`config.mk`:
```
export PLATFORM = sky130hd
export DESIGN_NAME = bkg_ram_loader_flat
export DESIGN_NICKNAME = d
export VERILOG_FILES = /design/src/rtl/bkg_ram_loader_pkg.sv /design/src/rtl/bkg_ram_loader_if.sv /design/src/rtl/bkg_ram_loader_raster_cnt.sv /design/src/rtl/bkg_ram_loader.sv /design/src/flat_wrapper.sv
export SDC_FILE = /design/constraint.sdc
export NUM_CORES = 1
export LEC_CHECK = 0
export CAP_MARGIN = 20
export CORE_MARGIN = 2
export CORE_UTILIZATION = 40
export CTS_CLUSTER_SIZE = 20
export DETAILED_ROUTE_END_ITERATION = 8
export GPL_ROUTABILITY_DRIVEN = 1
export GPL_TIMING_DRIVEN = 1
export PLACE_DENSITY = 0.67
export SYNTH_ARGS = -nofsm -noshare
export SYNTH_HDL_FRONTEND = slang
export SYNTH_HIERARCHICAL = 1
export SYNTH_SLANG_ARGS = --single-unit
```
`constraint.sdc`:
```
create_clock -name clk -period 3.1 [get_ports clk]
set_clock_uncertainty 0.15 [all_clocks]
set_input_delay 0.62 -clock clk [delete_from_list [all_inputs] [get_ports clk]]
set_output_delay 0.62 -clock clk [all_outputs]
set_load 0.02 [all_outputs]
```
`src/rtl/bkg_ram_loader_pkg.sv`:
```
// Shared definitions for the background frame write and read paths.
package bkg_pkg;

    typedef enum logic [2:0] {
        IDLE,
        GET_CODE,
        GET_RUN,
        WRITE,
        DONE
    } loader_state_t;

    localparam int unsigned BKG_ADDR_W  = 20;
    localparam int unsigned BKG_COORD_W = 10;
    localparam int unsigned PLT_CODE_W  = 6;
    localparam int unsigned PLT_ENTRIES = 40;

endpackage

```
`src/rtl/bkg_ram_loader_if.sv`:
```
// Byte stream input and background RAM write port of the loader.
interface bkg_ram_loader_if #(
    parameter int unsigned ADDR_WIDTH = 20,
    parameter int unsigned DATA_WIDTH = 8
);
    logic [7:0]            s_data;
    logic                  s_valid;
    logic                  s_ready;
    logic                  we;
    logic [ADDR_WIDTH-1:0] addr_w;
    logic [DATA_WIDTH-1:0] din;

    modport master (input s_data, s_valid, output s_ready, we, addr_w, din);
    modport slave  (output s_data, s_valid, input s_ready, we, addr_w, din);
endinterface

```
`src/rtl/bkg_ram_loader_raster_cnt.sv`:
```
// Raster-order x/y pixel counter, shared with the display side.
module raster_cnt #(
    parameter int unsigned H_PIX = 640,
    parameter int unsigned V_PIX = 480
) (
    input  logic                            clk,
    input  logic                            rst,
    input  logic                            clr_i,
    input  logic                            en_i,
    output logic [bkg_pkg::BKG_COORD_W-1:0] x_o,
    output logic [bkg_pkg::BKG_COORD_W-1:0] y_o,
    output logic                            last_pixel_o
);
    import bkg_pkg::*;

    localparam logic [BKG_COORD_W-1:0] X_LAST = BKG_COORD_W'(H_PIX - 1);
    localparam logic [BKG_COORD_W-1:0] Y_LAST = BKG_COORD_W'(V_PIX - 1);

    logic [BKG_COORD_W-1:0] x_q;
    logic [BKG_COORD_W-1:0] y_q;

    // Step through the frame one pixel per enabled cycle, wrapping at frame end.
    always_ff @(posedge clk or posedge rst) begin
        if (rst) begin
            x_q <= '0;
            y_q <= '0;
        end else if (clr_i) begin
            x_q <= '0;
            y_q <= '0;
        end else if (en_i) begin
            if (x_q == X_LAST) begin
                x_q <= '0;
                y_q <= (y_q == Y_LAST) ? '0 : y_q + 1'b1;
            end else begin
                x_q <= x_q + 1'b1;
            end
        end
    end

    assign x_o          = x_q;
    assign y_o          = y_q;
    assign last_pixel_o = (x_q == X_LAST) && (y_q == Y_LAST);
endmodule

```
`src/rtl/bkg_ram_loader.sv`:
```
// Decodes a run-length byte stream of palette codes into background RAM writes.
module bkg_ram_loader #(
    parameter int unsigned H_PIX       = 640,
    parameter int unsigned V_PIX       = 480,
    parameter int unsigned ADDR_WIDTH  = bkg_pkg::BKG_ADDR_W,
    parameter int unsigned DATA_WIDTH  = 8,
    parameter int unsigned PLT_ENTRIES = bkg_pkg::PLT_ENTRIES
) (
    input  logic                     clk,
    input  logic                     reset,
    input  logic                     start,
    bkg_ram_loader_if.master         bus,
    output logic                     busy,
    output logic                     done,
    output logic                     err
);
    import bkg_pkg::*;

    loader_state_t                   state_q;
    logic [PLT_CODE_W-1:0]           code_q;
    logic [8:0]                      run_q;
    logic                            last_q;
    logic                            we_q;
    logic [ADDR_WIDTH-1:0]           addr_q;
    logic [DATA_WIDTH-1:0]           din_q;
    logic                            busy_q;
    logic                            done_q;
    logic                            err_q;

    logic [BKG_COORD_W-1:0]          x;
    logic [BKG_COORD_W-1:0]          y;
    logic                            last_pixel;
    logic                            xfer;
    logic                            adv;
    logic                            clr;
    logic [8:0]                      run_len;

    assign xfer    = bus.s_valid && bus.s_ready;
    assign run_len = (bus.s_data == 8'd0) ? 9'd256 : {1'b0, bus.s_data};
    assign clr     = (state_q == IDLE) && start;
    // The counter moves on every edge that registers a pixel write.
    assign adv     = ((state_q == GET_RUN) && bus.s_valid) ||
                     ((state_q == WRITE) && !last_q && (run_q != 9'd1));

    raster_cnt #(
        .H_PIX (H_PIX),
        .V_PIX (V_PIX)
    ) u_raster (
        .clk          (clk),
        .rst          (reset),
        .clr_i        (clr),
        .en_i         (adv),
        .x_o          (x),
        .y_o          (y),
        .last_pixel_o (last_pixel)
    );

    // Loader FSM: the write for a pixel is registered on the edge that moves
    // past it, so we=1 appears the cycle after the run byte is taken and
    // last_q marks the final pixel while it is on the bus.
    always_ff @(posedge clk or posedge reset) begin
        if (reset) begin
            state_q <= IDLE;
            code_q  <= '0;
            run_q   <= '0;
            last_q  <= 1'b0;
            we_q    <= 1'b0;
            addr_q  <= '0;
            din_q   <= '0;
            busy_q  <= 1'b0;
            done_q  <= 1'b0;
            err_q   <= 1'b0;
        end else begin
            case (state_q)
                IDLE: begin
                    if (start) begin
                        err_q   <= 1'b0;
                        busy_q  <= 1'b1;
                        state_q <= GET_CODE;
                    end
                end
                GET_CODE: begin
                    if (xfer) begin
                        code_q <= bus.s_data[PLT_CODE_W-1:0];
                        if ({26'd0, bus.s_data[PLT_CODE_W-1:0]} >= PLT_ENTRIES)
                            err_q <= 1'b1;
                        state_q <= GET_RUN;
                    end
                end
                GET_RUN: begin
                    if (xfer) begin
                        run_q   <= run_len;
                        we_q    <= 1'b1;
                        addr_q  <= ADDR_WIDTH'({y, x});
                        din_q   <= DATA_WIDTH'(code_q);
                        last_q  <= last_pixel;
                        state_q <= WRITE;
                    end
                end
                WRITE: begin
                    if (last_q) begin
                        we_q    <= 1'b0;
                        done_q  <= 1'b1;
                        state_q <= DONE;
                    end else if (run_q == 9'd1) begin
                        we_q    <= 1'b0;
                        state_q <= GET_CODE;
                    end else begin
                        run_q  <= run_q - 9'd1;
                        we_q   <= 1'b1;
                        addr_q <= ADDR_WIDTH'({y, x});
                        last_q <= last_pixel;
                    end
                end
                DONE: begin
                    done_q  <= 1'b0;
                    busy_q  <= 1'b0;
                    last_q  <= 1'b0;
                    state_q <= IDLE;
                end
                default: state_q <= IDLE;
            endcase
        end
    end

    assign bus.s_ready = (state_q == GET_CODE) || (state_q == GET_RUN);
    assign bus.we      = we_q;
    assign bus.addr_w  = addr_q;
    assign bus.din     = din_q;
    assign busy        = busy_q;
    assign done        = done_q;
    assign err         = err_q;
endmodule

```
`src/flat_wrapper.sv`:
```
// flat-port wrapper written by rule: the top's interface ports become plain ports
module bkg_ram_loader_flat import bkg_pkg::*;
#(
    parameter int unsigned H_PIX       = 640,
    parameter int unsigned V_PIX       = 480,
    parameter int unsigned ADDR_WIDTH  = bkg_pkg::BKG_ADDR_W,
    parameter int unsigned DATA_WIDTH  = 8,
    parameter int unsigned PLT_ENTRIES = bkg_pkg::PLT_ENTRIES
)
  (clk, reset, start, busy, done, err, bus_s_data, bus_s_valid, bus_s_ready, bus_we, bus_addr_w, bus_din);
  bkg_ram_loader_if #(.ADDR_WIDTH(ADDR_WIDTH), .DATA_WIDTH(DATA_WIDTH)) bus_i ();
  input  logic clk;
  input  logic reset;
  input  logic start;
  output logic busy;
  output logic done;
  output logic err;
  input wire logic [$bits(bus_i.s_data)-1:0] bus_s_data;
  input wire logic [$bits(bus_i.s_valid)-1:0] bus_s_valid;
  output wire logic [$bits(bus_i.s_ready)-1:0] bus_s_ready;
  output wire logic [$bits(bus_i.we)-1:0] bus_we;
  output wire logic [$bits(bus_i.addr_w)-1:0] bus_addr_w;
  output wire logic [$bits(bus_i.din)-1:0] bus_din;
  assign bus_i.s_data = bus_s_data;
  assign bus_i.s_valid = bus_s_valid;
  assign bus_s_ready = bus_i.s_ready;
  assign bus_we = bus_i.we;
  assign bus_addr_w = bus_i.addr_w;
  assign bus_din = bus_i.din;
  bkg_ram_loader #(.H_PIX(H_PIX), .V_PIX(V_PIX), .ADDR_WIDTH(ADDR_WIDTH), .DATA_WIDTH(DATA_WIDTH), .PLT_ENTRIES(PLT_ENTRIES)) u_core (.clk(clk), .reset(reset), .start(start), .bus(bus_i), .busy(busy), .done(done), .err(err));
endmodule
```
==> reports/summary.txt <==
======================================================================================
Number of remaining DRC errors                                                       0
Least-Margin Pin Slew                                                          1.03 ns
Routed length per placed instance                                              15.6 um
Routed vias/inst                                                                  5.46
Setup repair after global routing missed its margin                              false
CTS Buf Count                                                                        9
Reg2reg end                                                               u_core/u_raster/y_o[5]
Antenna violations before repair                                                     0
R2r worst-path depth                                                                 7
Data arrival at the endpoint of the critical path                              2.73 ns
Most frequent cells in the layout                                         sky130_fd_sc_hd__dfrtp_1 (69), sky130_fd_sc_hd__clkdlybuf4s50_1 (42), sky130_fd_sc_hd__nand2_1 (38)
Fraction of registers with async set/reset                                        100%
Number of buffers inserted by hold repair at cts                                     0
Achievable frequency                                                           383 MHz
Post-layout total power                                                      0.00365 W
Final wirelength                                                               7410 um
R2R Path Start                                                            u_core/state_q[1]
Final Wtd Congestion                                                             0.819
Post-synthesis cell area                                                   0.00344 mm2
Startpoint of the tightest hold check path                                u_core/code_q[3]
Total number of H-tree levels                                                        3
R2R Setup Slk                                                                  0.49 ns
First-pass iteration count of the detailed router                                    4
Grt total ovfl                                                                       0
Count of placed standard cells in the final layout, fillers left out               476
Kind of cell adding the most delay to the critical path                   simple AND/OR/NAND/NOR gates
Result of the run                                                         complete, no violations
Worst min path class                                                        reg -> reg
Remaining max-slew budget at the tightest pin                                    30.2%
Sort of element at the end of the critical path                               register
Share of the synthesized area in the top cell type                               50.2%
Maximum number of pins on one net before global-route repair                        30
Violation count after the first detailed-routing iteration                         125
Die outline area                                                           0.00935 mm2
Chip Width                                                                     96.7 um
Number of fill cells                                                               746
Final net count                                                                    382
Max-slew violation total from the final report                                       0
Setup TNS                                                                         0 ns
Ratio of cells with drive above 1 in the final layout                            15.6%
Number of warnings printed during yosys synthesis                                    6
Area leader, netlist                                                      sky130_fd_sc_hd__dfrtp_1
Count of cells along the worst hold path                                             2
Die extent in y                                                                96.7 um
Number of vias in the routed layout                                               2598
Global-route wire length before repair                                        12900 um
Count of input and output buffers                                                   42
Cell Pwr Density                                                            861 mW/mm2
Number of cell rows                                                                 33
Longest individual stage delay on the worst path                               0.56 ns
CP startpoint kind                                                            register
Total number of clock tree sinks                                                    69
Clk_lat worst skew                                                             0.35 ns
Commonest non-fill, non-tap cell in the layout                            sky130_fd_sc_hd__dfrtp_1
HPWL after detailed placement                                                  5130 um
Top FF cell, synth                                                        sky130_fd_sc_hd__dfrtp_1
I/O pin cnt                                                                         45
Synth Area per Inst                                                           10.7 um2
Overall routing resource usage                                                   16.7%
Count of max-cap constraint violations                                               0
CP max stage cell                                                         sky130_fd_sc_hd__or4_1
ANT nets after route                                                                 0
Critical path, cell by cell                                               nor3b_1 > and2_1 > nor2_8 > inv_4 > nand4_4 > or4_1 > a21oi_1
IR drop worst, VDD                                                          0.000458 V
Data required time at the worst endpoint                                       3.22 ns
Number of distinct standard cells referenced by the synthesized netlist             55
Setup Buffers After CTS                                                              0
Effective utilization at floorplan                                               41.6%
Number of instances in the synthesized netlist                                     322
Top cells by area in the synthesized netlist                              sky130_fd_sc_hd__dfrtp_1 (50%), sky130_fd_sc_hd__mux2_4 (6.1%), sky130_fd_sc_hd__nand2_1 (4.1%)
Maximum buffer depth of the clock tree                                               2
Placed insts                                                                       460
Worst Path Buf+Inv                                                                   1
Static leakage                                                                 1.80 nW
Ant diodes                                                                           0
Part of the Yosys area used for sequential elements                              50.2%
Number of hold violations in the final report                                        0
Fraction of the cycle the final worst path needs                                 84.3%
Clock tree from TritonCTS                                                         done
Clock-pin slew on the worst setup and hold paths                               0.08 ns
Core box area                                                              0.00826 mm2
Endpoint of the worst hold path                                           u_core/bus.din[3]
Final Critical Period                                                          2.61 ns
Number of flops mapped to enable cells by yosys                                      0
Clk Tree Root Cell                                                        sky130_fd_sc_hd__clkbuf_8
Post-CTS resize count                                                                0
Via count of the first global-routing pass                                        2650
Final setup violating endpoints                                                      0
Critical-path maximum fanout                                                        19
CP Class                                                                    reg -> reg
Area Overhead vs Synth                                                           23.3%
Total of flip-flops plus latches after synthesis                                    69
======================================================================================
## routing by layer
layer | track usage, % | up-vias | share of wire (%)
met5 | 0 | - | 0
met4 | 8.34 | 0 | 1.5
met3 | 3.40 | 9 | 3.9
met2 | 26.0 | 47 | 47
met1 | 22.4 | 1289 | 47
li1 | - | 1253 | -
## kinds of logic after synthesis
group,Yosys count,synth area share (%)
AOI/OAI and AO/OA,66,12.8
buffers and inverters,29,4.04
DFF,69,50.2
muxes,27,10.3
xor gates and xnor gates,7,1.78
adders and majority gates,4,1.46
and+or+nand+nor,119,19.3
other,1,0.109
## worst max-delay path by stage
stage	depth (start not counted)	endpoint	from
global route	7	u_core/u_raster/y_o[7]	u_core/state_q[1]
global placement	7	u_core/u_raster/y_o[7]	bus_s_valid
finish	7	u_core/u_raster/y_o[5]	u_core/state_q[1]
detailed placement	7	u_core/u_raster/y_o[7]	bus_s_valid
CTS	7	u_core/u_raster/y_o[5]	u_core/state_q[1]
floorplan	11	u_core/u_raster/y_o[7]	u_core/state_q[0]
## per-stage QoR
stage | setup slack, ns | area (um2) | hold slack, ns | util [%]
after floorplan | 0.462 | 3440 | 0.285 | -
after global placement | 0.215 | 3970 | 0.303 | 48.0
after detailed placement | 0.174 | 3970 | 0.299 | 48.0
after CTS | 0.479 | 4240 | 0.320 | 51.3
after global routing | 0.298 | 4240 | 0.353 | 51.3
final | 0.487 | 4240 | 0.314 | 51.3
## Yosys cell counts, types with 5 or more instances
cell type	count
sky130_fd_sc_hd__xnor2_1	6
sky130_fd_sc_hd__o21ai_0	15
sky130_fd_sc_hd__or4_1	5
sky130_fd_sc_hd__nor2_1	13
sky130_fd_sc_hd__mux2_2	12
sky130_fd_sc_hd__nand3_1	9
sky130_fd_sc_hd__clkbuf_1	8
sky130_fd_sc_hd__nor3_1	14
sky130_fd_sc_hd__mux2_4	14
sky130_fd_sc_hd__o211ai_1	5
sky130_fd_sc_hd__or3_1	10
sky130_fd_sc_hd__nand2_1	38
sky130_fd_sc_hd__inv_1	11
sky130_fd_sc_hd__dfrtp_1	69
sky130_fd_sc_hd__a21oi_1	17
## registers in the layout (all words and copies together) (netlist names), 3 cells and up
| register | flops |
|---|---|
| u_core/state_q | 3 |
| u_core/run_q | 9 |
| u_core/code_q | 6 |
| u_core/bus.din | 6 |
| u_core/u_raster/x_o | 10 |
| u_core/bus.addr_w | 20 |
| u_core/u_raster/y_o | 10 |
## worst min-delay path, delay by kind of cell, from the launching register on
kind | cells | cell delay (ns)
DFF | 1 | 0.34
and+or+nand+nor | 2 | 0.09
## layout make-up
cell class | instances | area, um2 | share of cell area [%]
Clock buffer | 9 | 124 | 2.92
Multi-Input combinational cell | 225 | 1580 | 37.2
Tap cell | 105 | 131 | 3.10
Inverter | 12 | 47.5 | 1.12
Sequential cell | 69 | 1730 | 40.8
Clock inverter | 7 | 146 | 3.46
Timing Repair Buffer | 49 | 485 | 11.5
## power breakdown
part	switching (W)	internal, W
Combinational	0.000722	0.000614
Clock	0.000362	0.000621
Sequential	0.000209	0.00112
Note: power is estimated with default switching activity, not from simulation.
